==> config.mk <==
export PLATFORM = sky130hd
export DESIGN_NAME = alu_sequencer
export DESIGN_NICKNAME = d
export VERILOG_FILES = /design/src/rtl/seq_pkg.sv /design/src/rtl/seq_decode.sv /design/src/rtl/alu_sequencer.sv
export SDC_FILE = /design/constraint.sdc
export NUM_CORES = 1
export LEC_CHECK = 0
export CORE_MARGIN = 2
export CORE_UTILIZATION = 41
export CTS_BUF_LIST = sky130_fd_sc_hd__clkbuf_4 sky130_fd_sc_hd__clkbuf_8 sky130_fd_sc_hd__clkbuf_16
export DETAILED_ROUTE_END_ITERATION = 8
export GPL_TIMING_DRIVEN = 0
export PLACE_DENSITY = 0.78
export SLEW_MARGIN = 20
export SYNTH_ARGS = -nofsm -noshare
export SYNTH_HDL_FRONTEND = slang
export SYNTH_HIERARCHICAL = 1
export SYNTH_SLANG_ARGS = --single-unit
==> constraint.sdc <==
create_clock -name clk -period 1.6 [get_ports clk]
set_input_delay 0.4 -clock clk [delete_from_list [all_inputs] [get_ports clk]]
set_output_delay 0.4 -clock clk [all_outputs]
set_load 0.02 [all_outputs]
==> src/rtl/seq_pkg.sv <==
// Shared encodings for the ALU sequencer: instruction classes, ALU op codes,
// FSM states and instruction field offsets.
package seq_pkg;

    typedef enum logic [1:0] {
        CLS_ALU  = 2'b00,
        CLS_MOV  = 2'b01,
        CLS_JMP  = 2'b10,
        CLS_HALT = 2'b11
    } cls_e;

    typedef enum logic [2:0] {
        OP_ADD = 3'b000,
        OP_SUB = 3'b001,
        OP_AND = 3'b010,
        OP_OR  = 3'b011,
        OP_XOR = 3'b100,
        OP_NOT = 3'b101,
        OP_SHL = 3'b110,
        OP_SHR = 3'b111
    } alu_op_e;

    typedef enum logic [2:0] {
        ST_IDLE   = 3'd0,
        ST_FETCH  = 3'd1,
        ST_DECODE = 3'd2,
        ST_EXEC   = 3'd3,
        ST_WB     = 3'd4,
        ST_HALT   = 3'd5
    } state_e;

    // Control field offsets, counted from the top of the immediate field.
    localparam int unsigned CLS_LSB  = 6;
    localparam int unsigned OP_LSB   = 3;
    localparam int unsigned DST_BIT  = 2;
    localparam int unsigned BSEL_BIT = 1;
    localparam int unsigned JZ_BIT   = 0;

endpackage

==> src/rtl/seq_decode.sv <==
// Combinational instruction decoder: splits a latched instruction word into
// class, ALU select, destination, operand-b select, jump condition and immediate.
module seq_decode
    import seq_pkg::*;
#(
    parameter int unsigned DATA_W = 8
) (
    input  logic [DATA_W+7:0] instr_i,
    output cls_e              cls_o,
    output logic [2:0]        alu_s_o,
    output logic              dst_o,
    output logic              bsel_o,
    output logic              jz_o,
    output logic [DATA_W-1:0] imm_o
);

    logic [2:0] op;

    assign cls_o  = cls_e'(instr_i[DATA_W+CLS_LSB +: 2]);
    assign op     = instr_i[DATA_W+OP_LSB +: 3];
    assign dst_o  = instr_i[DATA_W+DST_BIT];
    assign bsel_o = instr_i[DATA_W+BSEL_BIT];
    assign jz_o   = instr_i[DATA_W+JZ_BIT];
    assign imm_o  = instr_i[DATA_W-1:0];

    // Only ALU-class instructions reach the ALU with their own op; others present ADD.
    assign alu_s_o = (cls_o == CLS_ALU) ? op : OP_ADD;

endmodule

==> src/rtl/alu_sequencer.sv <==
// Instruction sequencer for the 8-bit ALU: fetch from a 1-cycle-latency ROM,
// decode, drive the ALU, and write results back into working registers A/B.
module alu_sequencer
    import seq_pkg::*;
#(
    parameter int unsigned      DATA_W   = 8,
    parameter int unsigned      ADDR_W   = 8,
    parameter logic [ADDR_W-1:0] RESET_PC = '0
) (
    input  logic              clk,
    input  logic              rst,
    input  logic              start,
    output logic [ADDR_W-1:0] rom_addr,
    input  logic [DATA_W+7:0] rom_data,
    output logic [DATA_W-1:0] alu_a,
    output logic [DATA_W-1:0] alu_b,
    output logic [2:0]        alu_s,
    input  logic [DATA_W-1:0] alu_out,
    output logic [DATA_W-1:0] reg_a,
    output logic [DATA_W-1:0] reg_b,
    output logic              flag_z,
    output logic [ADDR_W-1:0] pc,
    output logic              busy,
    output logic              halted
);

    state_e              state_q, state_d;
    logic [ADDR_W-1:0]   pc_q, pc_d;
    logic [DATA_W-1:0]   reg_a_q, reg_a_d;
    logic [DATA_W-1:0]   reg_b_q, reg_b_d;
    logic                flag_z_q, flag_z_d;
    logic [DATA_W+7:0]   instr_q, instr_d;

    cls_e                dec_cls;
    logic [2:0]          dec_alu_s;
    logic                dec_dst;
    logic                dec_bsel;
    logic                dec_jz;
    logic [DATA_W-1:0]   dec_imm;
    logic [ADDR_W-1:0]   pc_inc;
    logic [DATA_W-1:0]   wb_val;

    seq_decode #(
        .DATA_W (DATA_W)
    ) u_decode (
        .instr_i (instr_q),
        .cls_o   (dec_cls),
        .alu_s_o (dec_alu_s),
        .dst_o   (dec_dst),
        .bsel_o  (dec_bsel),
        .jz_o    (dec_jz),
        .imm_o   (dec_imm)
    );

    always_ff @(posedge clk) begin
        if (rst) begin
            state_q  <= ST_IDLE;
            pc_q     <= RESET_PC;
            reg_a_q  <= '0;
            reg_b_q  <= '0;
            flag_z_q <= 1'b0;
            instr_q  <= '0;
        end else begin
            state_q  <= state_d;
            pc_q     <= pc_d;
            reg_a_q  <= reg_a_d;
            reg_b_q  <= reg_b_d;
            flag_z_q <= flag_z_d;
            instr_q  <= instr_d;
        end
    end

    assign pc_inc = pc_q + ADDR_W'(1);
    assign wb_val = (dec_cls == CLS_MOV) ? dec_imm : alu_out;

    always_comb begin
        state_d  = state_q;
        pc_d     = pc_q;
        reg_a_d  = reg_a_q;
        reg_b_d  = reg_b_q;
        flag_z_d = flag_z_q;
        instr_d  = instr_q;
        unique case (state_q)
            ST_IDLE, ST_HALT: begin
                if (start) begin
                    state_d = ST_FETCH;
                    pc_d    = RESET_PC;
                end
            end
            ST_FETCH:  state_d = ST_DECODE;
            ST_DECODE: begin
                instr_d = rom_data;
                state_d = ST_EXEC;
            end
            ST_EXEC:   state_d = ST_WB;
            ST_WB: begin
                state_d = ST_FETCH;
                unique case (dec_cls)
                    CLS_ALU, CLS_MOV: begin
                        if (dec_dst) reg_b_d = wb_val;
                        else         reg_a_d = wb_val;
                        flag_z_d = (wb_val == '0);
                        pc_d     = pc_inc;
                    end
                    CLS_JMP: begin
                        pc_d = (!dec_jz || flag_z_q) ? dec_imm[ADDR_W-1:0] : pc_inc;
                    end
                    CLS_HALT: state_d = ST_HALT;
                    default:  state_d = ST_FETCH;
                endcase
            end
            default: state_d = ST_IDLE;
        endcase
    end

    // ROM address follows pc continuously, so it is already valid during FETCH.
    assign rom_addr = pc_q;
    assign alu_a    = reg_a_q;
    assign alu_b    = dec_bsel ? dec_imm : reg_b_q;
    assign alu_s    = dec_alu_s;
    assign reg_a    = reg_a_q;
    assign reg_b    = reg_b_q;
    assign flag_z   = flag_z_q;
    assign pc       = pc_q;
    assign busy     = (state_q == ST_FETCH) || (state_q == ST_DECODE) ||
                      (state_q == ST_EXEC)  || (state_q == ST_WB);
    assign halted   = (state_q == ST_HALT);

endmodule

==> reports/summary.json, run 1 <==
{
  "synth.net_count": 310,
  "tot_gr_track_use": 0.207,
  "cts_max_level": 2,
  "arrival_ps": 1310,
  "chipHeight_um": 80.2,
  "cp_class": "reg2out",
  "final_min_period_over_clock_period": 1.07,
  "routed_wl_um": 6900,
  "final_cell_count_no_fill": 457,
  "timing.critical_path.cells": "buf_6 -> buf_6 -> mux2_4 -> buf_6",
  "fp-row-count": 27,
  "critical_path.startpoint_type": "flip-flop",
  "endpoint_of_the_lowest_slack_register_to_register_path": "alu_a[4]",
  "timing.critical_path.required_ps": 1200,
  "cts.reportedPaths.clkPinSlew_ps": 90,
  "drt_drc_violations_left": 0,
  "cell_depth_of_the_worst_flop_to_flop_path": 6,
  "top_cell_type_by_total_area_after_synthesis": "sky130_fd_sc_hd__dfxtp_1",
  "hold_path_end": "instr_q[11]",
  "via_count": 2371,
  "power.net_switching_mw": 0.713,
  "placed_cells": 433,
  "worst-path-max-fanout": 8,
  "max_stage_delay_ps": 340,
  "port_buffers": 79,
  "postSynthRegisterBits": 44,
  "ctsLongestPathBuffers": 2,
  "netSwitchingFraction": 0.270,
  "ioPinCount": 81,
  "slew_viol_final": 0,
  "worst_vdd_ir_v": 0.000534,
  "slew-limit-headroom": 0.560,
  "hold_depth": 2,
  "cts-root-buf": "sky130_fd_sc_hd__clkbuf_8",
  "hold_violations": 0,
  "die-width_um": 80.2,
  "gpl.final_weighted_congestion": 0.852,
  "tritoncts_clock_tree": "yes",
  "rsz0062_at_grt": "true",
  "numCtsBuffers": 5,
  "final_layout_size_suffix_gt1_frac": 0.306,
  "floorplan.initialDensity": 0.428,
  "drv_cap": 0,
  "netlist_area_um2": 2380,
  "drt-pass1-iter-count": 4,
  "synth-seq-area-share": 0.370,
  "synth_enable_flop_cells": 0,
  "actual_transition_at_the_worst_max_transition_pin_ps": 660,
  "fin_ws_ps": -112,
  "synth_async_sr_flop_share": 0,
  "layout.cells.most_common": "sky130_fd_sc_hd__buf_4",
  "final-setup-viol-count": 9,
  "p_comb_frac": 0.211,
  "timing.hold.worst.start": "instr_q[11]",
  "leakage_power_nw": 1.63,
  "filler_cell_count": 511,
  "grt_pass1_vias": 2190,
  "most-common-layout-cells": "48 x sky130_fd_sc_hd__buf_4, 41 x sky130_fd_sc_hd__nand2_1, 40 x sky130_fd_sc_hd__dlygate4sd2_1, 32 x sky130_fd_sc_hd__dfxtp_1, 25 x sky130_fd_sc_hd__clkdlybuf4s50_1",
  "place_hpwl_um": 4680,
  "grt_antenna_before_repair": 0,
  "nets": 412,
  "core-area_um2": 5570,
  "clock-sinks": 44,
  "postSynthCellCount": 282,
  "final_antenna_net_count": 0,
  "routed_via_density": 5.19,
  "min_period_ps": 1710,
  "end_kind": "output pin",
  "gr-total-overflow": 0,
  "clk-insertion-delay-late_ps": 300,
  "clock.fmax_ghz": 0.584,
  "synth_top_area_frac": 0.370,
  "synth.lib_cells_used.distinct": 40,
  "route.detailed.wl_per_inst_um": 15.1,
  "critPathMostFrequentCell": "sky130_fd_sc_hd__buf_6",
  "clock_share_of_power": 0.343,
  "detailedRoute.firstIterationViolations": 107,
  "min-delay-path-class": "reg2reg",
  "die_area_um2": 6440,
  "fin_worst_skew_ps": 8.47,
  "number_of_hold_buffers_added_after_cts": 0,
  "p_int_mw": 1.92,
  "power.density_cell_area_nw_per_um2": 732,
  "maximum_number_of_pins_on_one_net_before_global_route_repair": 15,
  "syn_area_per_cell_um2": 8.45,
  "failing_checks": "setup timing",
  "pre_cts_ws_ps": -515,
  "pwr-share-seq": 0.446,
  "yosysWarningCount": 6,
  "ff2ff_setup_slack_ps": -20,
  "r2r_start": "state_q[1]",
  "slowest_stage": "sky130_fd_sc_hd__dfxtp_2",
  "grt_first_pass_wirelength_um": 10500,
  "synth_area_leaders": "sky130_fd_sc_hd__dfxtp_1 37%, sky130_fd_sc_hd__buf_4 9.4%, sky130_fd_sc_hd__nand2_1 6.5%",
  "diodes": 0,
  "areaGrowthSynthToFinish_pct": 51.1,
  "top_ff_cell_synth": "sky130_fd_sc_hd__dfxtp_1",
  "status": "complete, but fails checks"
}
cell usage after synthesis, drive strengths merged (2+ instances only):
cell	instances
o21ai	3
xnor2	2
buf	39
nand4	2
o211ai	3
mux2	8
nor2b	6
dfxtp	44
nand3	4
nand3b	4
nor3	5
nand2	41
clkbuf	8
nor4	4
a211oi	16
o32ai	2
mux2i	15
and2	2
nand2b	6
inv	5
nor3b	4
nor2	23
a32oi	2
a21oi	21
a31oi	3
what timing repair did:
item	4_1_cts	5_1_grt
gates cloned	1	0
pin swaps	13	9
resized for setup	124	34
buffers inserted	14	7
setup endpoints to repair	79	44
flip-flops by register name, indices dropped and copies added, names as in the netlist:
register,flops
reg_b,8
instr_q,16
state_q,3
alu_a,8
pc,8
flag_z,1
layer usage:
layer | GRT usage | share of wire
met4 | 0.0797 | 0.020
met5 | 0 | 0
met1 | 0.263 | 0.42
met2 | 0.339 | 0.50
met3 | 0.0494 | 0.055
power by group through the flow:
stage | combinational, mW | sequential, mW | clock (mW)
6_report | 0.557 | 1.18 | 0.903
5_1_grt | 0.596 | 1.18 | 0.960
4_1_cts | 0.532 | 1.17 | 0.909
3_5_place_dp | 0.493 | 1.19 | 0
3_3_place_gp | 0.489 | 1.19 | 0
2_1_floorplan | 0.309 | 1.19 | 0
area by class of cell:
cell class / count / area (um2) / area share
tap: 72 / 90.1 / 0.0250
buffer: 41 / 305 / 0.0848
clock buffer: 6 / 82.6 / 0.0229
multi-input combinational: 186 / 1270 / 0.353
timing repair buffer: 101 / 892 / 0.248
clock inverter: 2 / 38.8 / 0.0108
sequential: 44 / 903 / 0.251
inverter: 5 / 18.8 / 0.00521
kinds of logic after synthesis:
logic type,share of synthesized area
xor+xnor,0.00735
flops,0.370
buf+inv,0.139
mux,0.101
fa+ha+maj,0.00525
compound gates,0.150
simple gates,0.228
critical path, delay by kind of cell (launching register included):
kind / cells / cell delay, ps
mux: 1 / 300
buf+inv: 3 / 370
flops: 1 / 340
stage by stage:
step                      total power [mW]  hold slack, ps  setup TNS [ps]   util  cell area, um2
after floorplan                       1.50             432               0      -            2390
after global placement                1.68             438           -8680  0.587            3270
after detailed placement              1.68             443           -8410  0.587            3270
after CTS                             2.62             455            -773  0.627            3490
after global routing                  2.74             478           -1060  0.646            3600
final                                 2.64             455            -609  0.646            3600
worst max-delay path by stage:
stage                 from       end  slack [ps]  cells past startpoint
2_1_floorplan  instr_q[15]  reg_b[6]           3                      8
3_3_place_gp    instr_q[9]  alu_b[1]        -540                      4
3_5_place_dp    instr_q[9]  alu_b[4]        -510                      4
4_1_cts         instr_q[9]  alu_b[1]        -120                      4
5_1_grt         instr_q[9]  alu_b[1]        -150                      4
6_report        instr_q[9]  alu_b[1]        -110                      4
Power figures use the tool's default switching activity.
==> inputs of run 2 (changes only) <==
Settings changed: CAP_MARGIN set to 20, CORE_ASPECT_RATIO set to 1.2, SLEW_MARGIN 20 to 40.
==> run 2 against run 1 <==
The run still ends with setup timing left. Clock skew hardly changed. Utilization is 0.35 points higher. Sequential power about the same. Fmax shrank 0.90%. Non-clock buffer count unchanged. First-iteration DRC count is 55% higher. Largest power group unchanged.
==> reports/summary.json, run 2 (same netlist as run 1, synthesis figures left out) <==
{
  "status": "complete, but fails checks",
  "failing_checks": "setup timing",
  "floorplan.initialDensity": {"value": 0.423, "change": "-0.00428"},
  "route.detailed.wl_per_inst": {"value": 14.9, "unit": "um", "change": "-1.3%"},
  "pwr-share-seq": {"value": 0.441, "change": "-0.005"},
  "drv_cap": {"value": 0, "change": "unchanged"},
  "worst-path-max-fanout": {"value": 8, "change": "unchanged"},
  "most-common-layout-cells": "45 x sky130_fd_sc_hd__buf_4, 41 x sky130_fd_sc_hd__nand2_1, 41 x sky130_fd_sc_hd__dlygate4sd2_1, 34 x sky130_fd_sc_hd__dfxtp_1, 25 x sky130_fd_sc_hd__clkdlybuf4s50_1",
  "netSwitchingFraction": {"value": 0.269, "change": "-0.00129"},
  "postPlaceCellArea": {"value": 3260, "unit": "um2", "change": "-0.31%"},
  "cts-root-buf": "sky130_fd_sc_hd__clkbuf_8",
  "largest_register": "instr_q",
  "p_comb_frac": {"value": 0.219, "change": "+0.008"},
  "nets": {"value": 412, "change": "unchanged"},
  "fp-row-count": {"value": 30, "change": "+11%"},
  "timing.critical_path.required": {"value": 1200, "unit": "ps", "change": "about the same"},
  "clock-sinks": {"value": 44, "change": "unchanged"},
  "finalSetupTns": {"value": -775, "unit": "ps", "change": "-166 ps"},
  "areaGrowthSynthToFinish_pct": 53.5,
  "end_kind": "output pin",
  "routed_wl": {"value": 6690, "unit": "um", "change": "-3.0%"},
  "cp_class": "reg2out",
  "actual_transition_at_the_worst_max_transition_pin": {"value": 584, "unit": "ps", "change": "-75.9 ps"},
  "min_period": {"value": 1730, "unit": "ps", "change": "+15.5 ps"},
  "gpl.final_weighted_congestion": {"value": 0.838, "change": "-1.6%"},
  "final_layout_size_suffix_gt1_frac": {"value": 0.299, "change": "-0.00779"},
  "fin_ws": {"value": -128, "unit": "ps", "change": "-15.5 ps"},
  "pre_cts_ws": {"value": -528, "unit": "ps", "change": "-13.3 ps"},
  "grt_pass1_vias": {"value": 2154, "change": "-1.6%"},
  "critical_path.startpoint_type": "flip-flop",
  "cts_max_level": {"value": 2, "change": "unchanged"},
  "rsz0062_at_grt": "true",
  "final_cell_area": {"value": 3660, "unit": "um2", "change": "+1.6%"},
  "tritoncts_clock_tree": "yes",
  "fin_total_pwr": {"value": 2.65, "unit": "mW", "change": "+0.54%"},
  "final_min_period_over_clock_period": {"value": 1.08, "change": "+0.00968"},
  "die-width": {"value": 73.6, "unit": "um", "change": "-8.3%"},
  "area_taken_by_multi_input_logic_gates": {"value": 1280, "unit": "um2", "change": "+0.89%"},
  "max_reg_flops": {"value": 16, "change": "unchanged"},
  "numCtsBuffers": {"value": 5, "change": "unchanged"},
  "worst_vdd_ir": {"value": 0.000734, "unit": "V", "change": "+37%"},
  "filler_cell_count": {"value": 474, "change": "-7.2%"},
  "cts.reportedPaths.clkPinSlew": {"value": 80, "unit": "ps", "change": "about the same"},
  "power.net_switching": {"value": 0.713, "unit": "mW", "change": "about the same"},
  "power.density_cell_area": {"value": 724, "unit": "nW/um2", "change": "-1.0%"},
  "maximum_number_of_pins_on_one_net_before_global_route_repair": {"value": 15, "change": "unchanged"},
  "fin_worst_skew": {"value": 8.68, "unit": "ps", "change": "+0.206 ps"},
  "grt_antenna_before_repair": {"value": 0, "change": "unchanged"},
  "leakage_power": {"value": 1.67, "unit": "nW", "change": "+2.2%"},
  "slew_viol_final": {"value": 0, "change": "unchanged"},
  "die_area": {"value": 6440, "unit": "um2", "change": "about the same"},
  "gr-total-overflow": {"value": 0, "change": "unchanged"},
  "p_int": {"value": 1.94, "unit": "mW", "change": "+0.72%"},
  "footprint_of_the_flip_flops_and_latches": {"value": 898, "unit": "um2", "change": "-0.55%"},
  "clk-insertion-delay-late": {"value": 300, "unit": "ps", "change": "about the same"},
  "routed_via_density": {"value": 5.24, "change": "+0.97%"},
  "clock.fmax": {"value": 0.579, "unit": "GHz", "change": "-0.90%"},
  "layout.cells.most_common": "sky130_fd_sc_hd__buf_4",
  "ioPinCount": {"value": 81, "change": "unchanged"},
  "place_hpwl": {"value": 4540, "unit": "um", "change": "-3.0%"},
  "clock_share_of_power": {"value": 0.340, "change": "-0.003"},
  "slew-limit-headroom": {"value": 0.611, "change": "+0.0506"},
  "grt_first_pass_wirelength": {"value": 10300, "unit": "um", "change": "-1.7%"},
  "port_buffers": {"value": 79, "change": "unchanged"},
  "final-setup-viol-count": {"value": 8, "change": "-1"},
  "hold_violations": {"value": 0, "change": "unchanged"},
  "drt_drc_violations_left": {"value": 0, "change": "unchanged"},
  "core-area": {"value": 5630, "unit": "um2", "change": "+1.0%"},
  "via_count": {"value": 2352, "change": "-0.80%"},
  "min-delay-path-class": "reg2reg",
  "chipHeight": {"value": 87.5, "unit": "um", "change": "+9.1%"},
  "drt-pass1-iter-count": {"value": 5, "change": "+1"},
  "arrival": {"value": 1330, "unit": "ps", "change": "+20 ps"},
  "ctsLongestPathBuffers": {"value": 2, "change": "unchanged"},
  "final_core_util": {"value": 0.650, "change": "+0.00354"},
  "final_antenna_net_count": {"value": 0, "change": "unchanged"},
  "diodes": {"value": 0, "change": "unchanged"},
  "detailedRoute.firstIterationViolations": {"value": 166, "change": "+55%"},
  "tot_gr_track_use": {"value": 0.203, "change": "-0.00482"}
}
-- run 2: cell count changes in the layout (fill, tap and decap cells not counted), moves of 3 or more --
cell	delta
sky130_fd_sc_hd__buf_4	-3
sky130_fd_sc_hd__buf_6	+3
sky130_fd_sc_hd__mux2_2	-5
sky130_fd_sc_hd__mux2_4	+5
sky130_fd_sc_hd__nor2_4	+3
-- run 2: area by class of cell --
| type | count | share of cell area |
|---|---|---|
| clock buffers | 6 | 0.0226 |
| flip-flops and latches | 44 | 0.246 |
| clock inverters | 2 | 0.0106 |
| plain buffers | 42 | 0.0917 |
| inverters | 5 | 0.00513 |
| repair buffers | 100 | 0.252 |
| well taps | 64 | 0.0219 |
| multi-input cells | 186 | 0.351 |
-- run 2: through the flow --
stage               hold WS [ps]  cells
floorplan                    432    282
global route                 479    449
CTS                          458    439
finish                       459    449
global placement             438    425
detailed placement           444    425
-- run 2: final timing paths --
| path | start | endpoint | slack [ps] | cells after the start |
|---|---|---|---|---|
| setup reg to reg | instr_q[15] | reg_b[6] | 40 | 7 |
| hold reg to reg | instr_q[11] | instr_q[11] | 460 | 2 |
| hold / removal | instr_q[11] | instr_q[11] | 460 | 2 |
| setup / recovery | instr_q[9] | alu_b[1] | -130 | 4 |
-- run 2: repair_timing --
item | in CTS | in global routing
gates cloned | 0 | 2
buffers inserted | 9 | 10
endpoints found under the setup margin | 89 | 48
gates resized for setup | 133 | 30
pin swaps | 5 | 14
hold buffers | 0 | 0
-- run 2: worst max-delay path: stages (launching register included) --
cell	delay, ps
sky130_fd_sc_hd__dfxtp_2	340
sky130_fd_sc_hd__buf_6	140
sky130_fd_sc_hd__buf_4	120
sky130_fd_sc_hd__mux2_4	290
sky130_fd_sc_hd__buf_6	130
-- run 2: power groups by stage --
| stage | clock (mW) | combinational (mW) | sequential, mW |
|---|---|---|---|
| finish | 0.900 | 0.581 | 1.17 |
| global route | 0.969 | 0.630 | 1.18 |
| CTS | 0.915 | 0.528 | 1.17 |
| detailed placement | 0 | 0.494 | 1.19 |
| global placement | 0 | 0.486 | 1.19 |
| floorplan | 0 | 0.309 | 1.19 |
-- run 2: per-layer routing --
layer / vias to the layer above / part of all wire / track usage / wire (um)
met2: 85 / 0.52 / 0.346 / 3490
met1: 1103 / 0.42 / 0.257 / 2810
met5: - / 0 / 0 / 0
li1: 1160 / - / - / -
met4: 0 / 0.0087 / 0.0595 / 58
met3: 4 / 0.050 / 0.0394 / 337
==> inputs of run 3 (changes only) <==
Settings changed: ABC_CLOCK_PERIOD_IN_PS set to 1600.
==> results of run 3 <==
No change in the layout: final DEF, timing and power equal those of run 2.
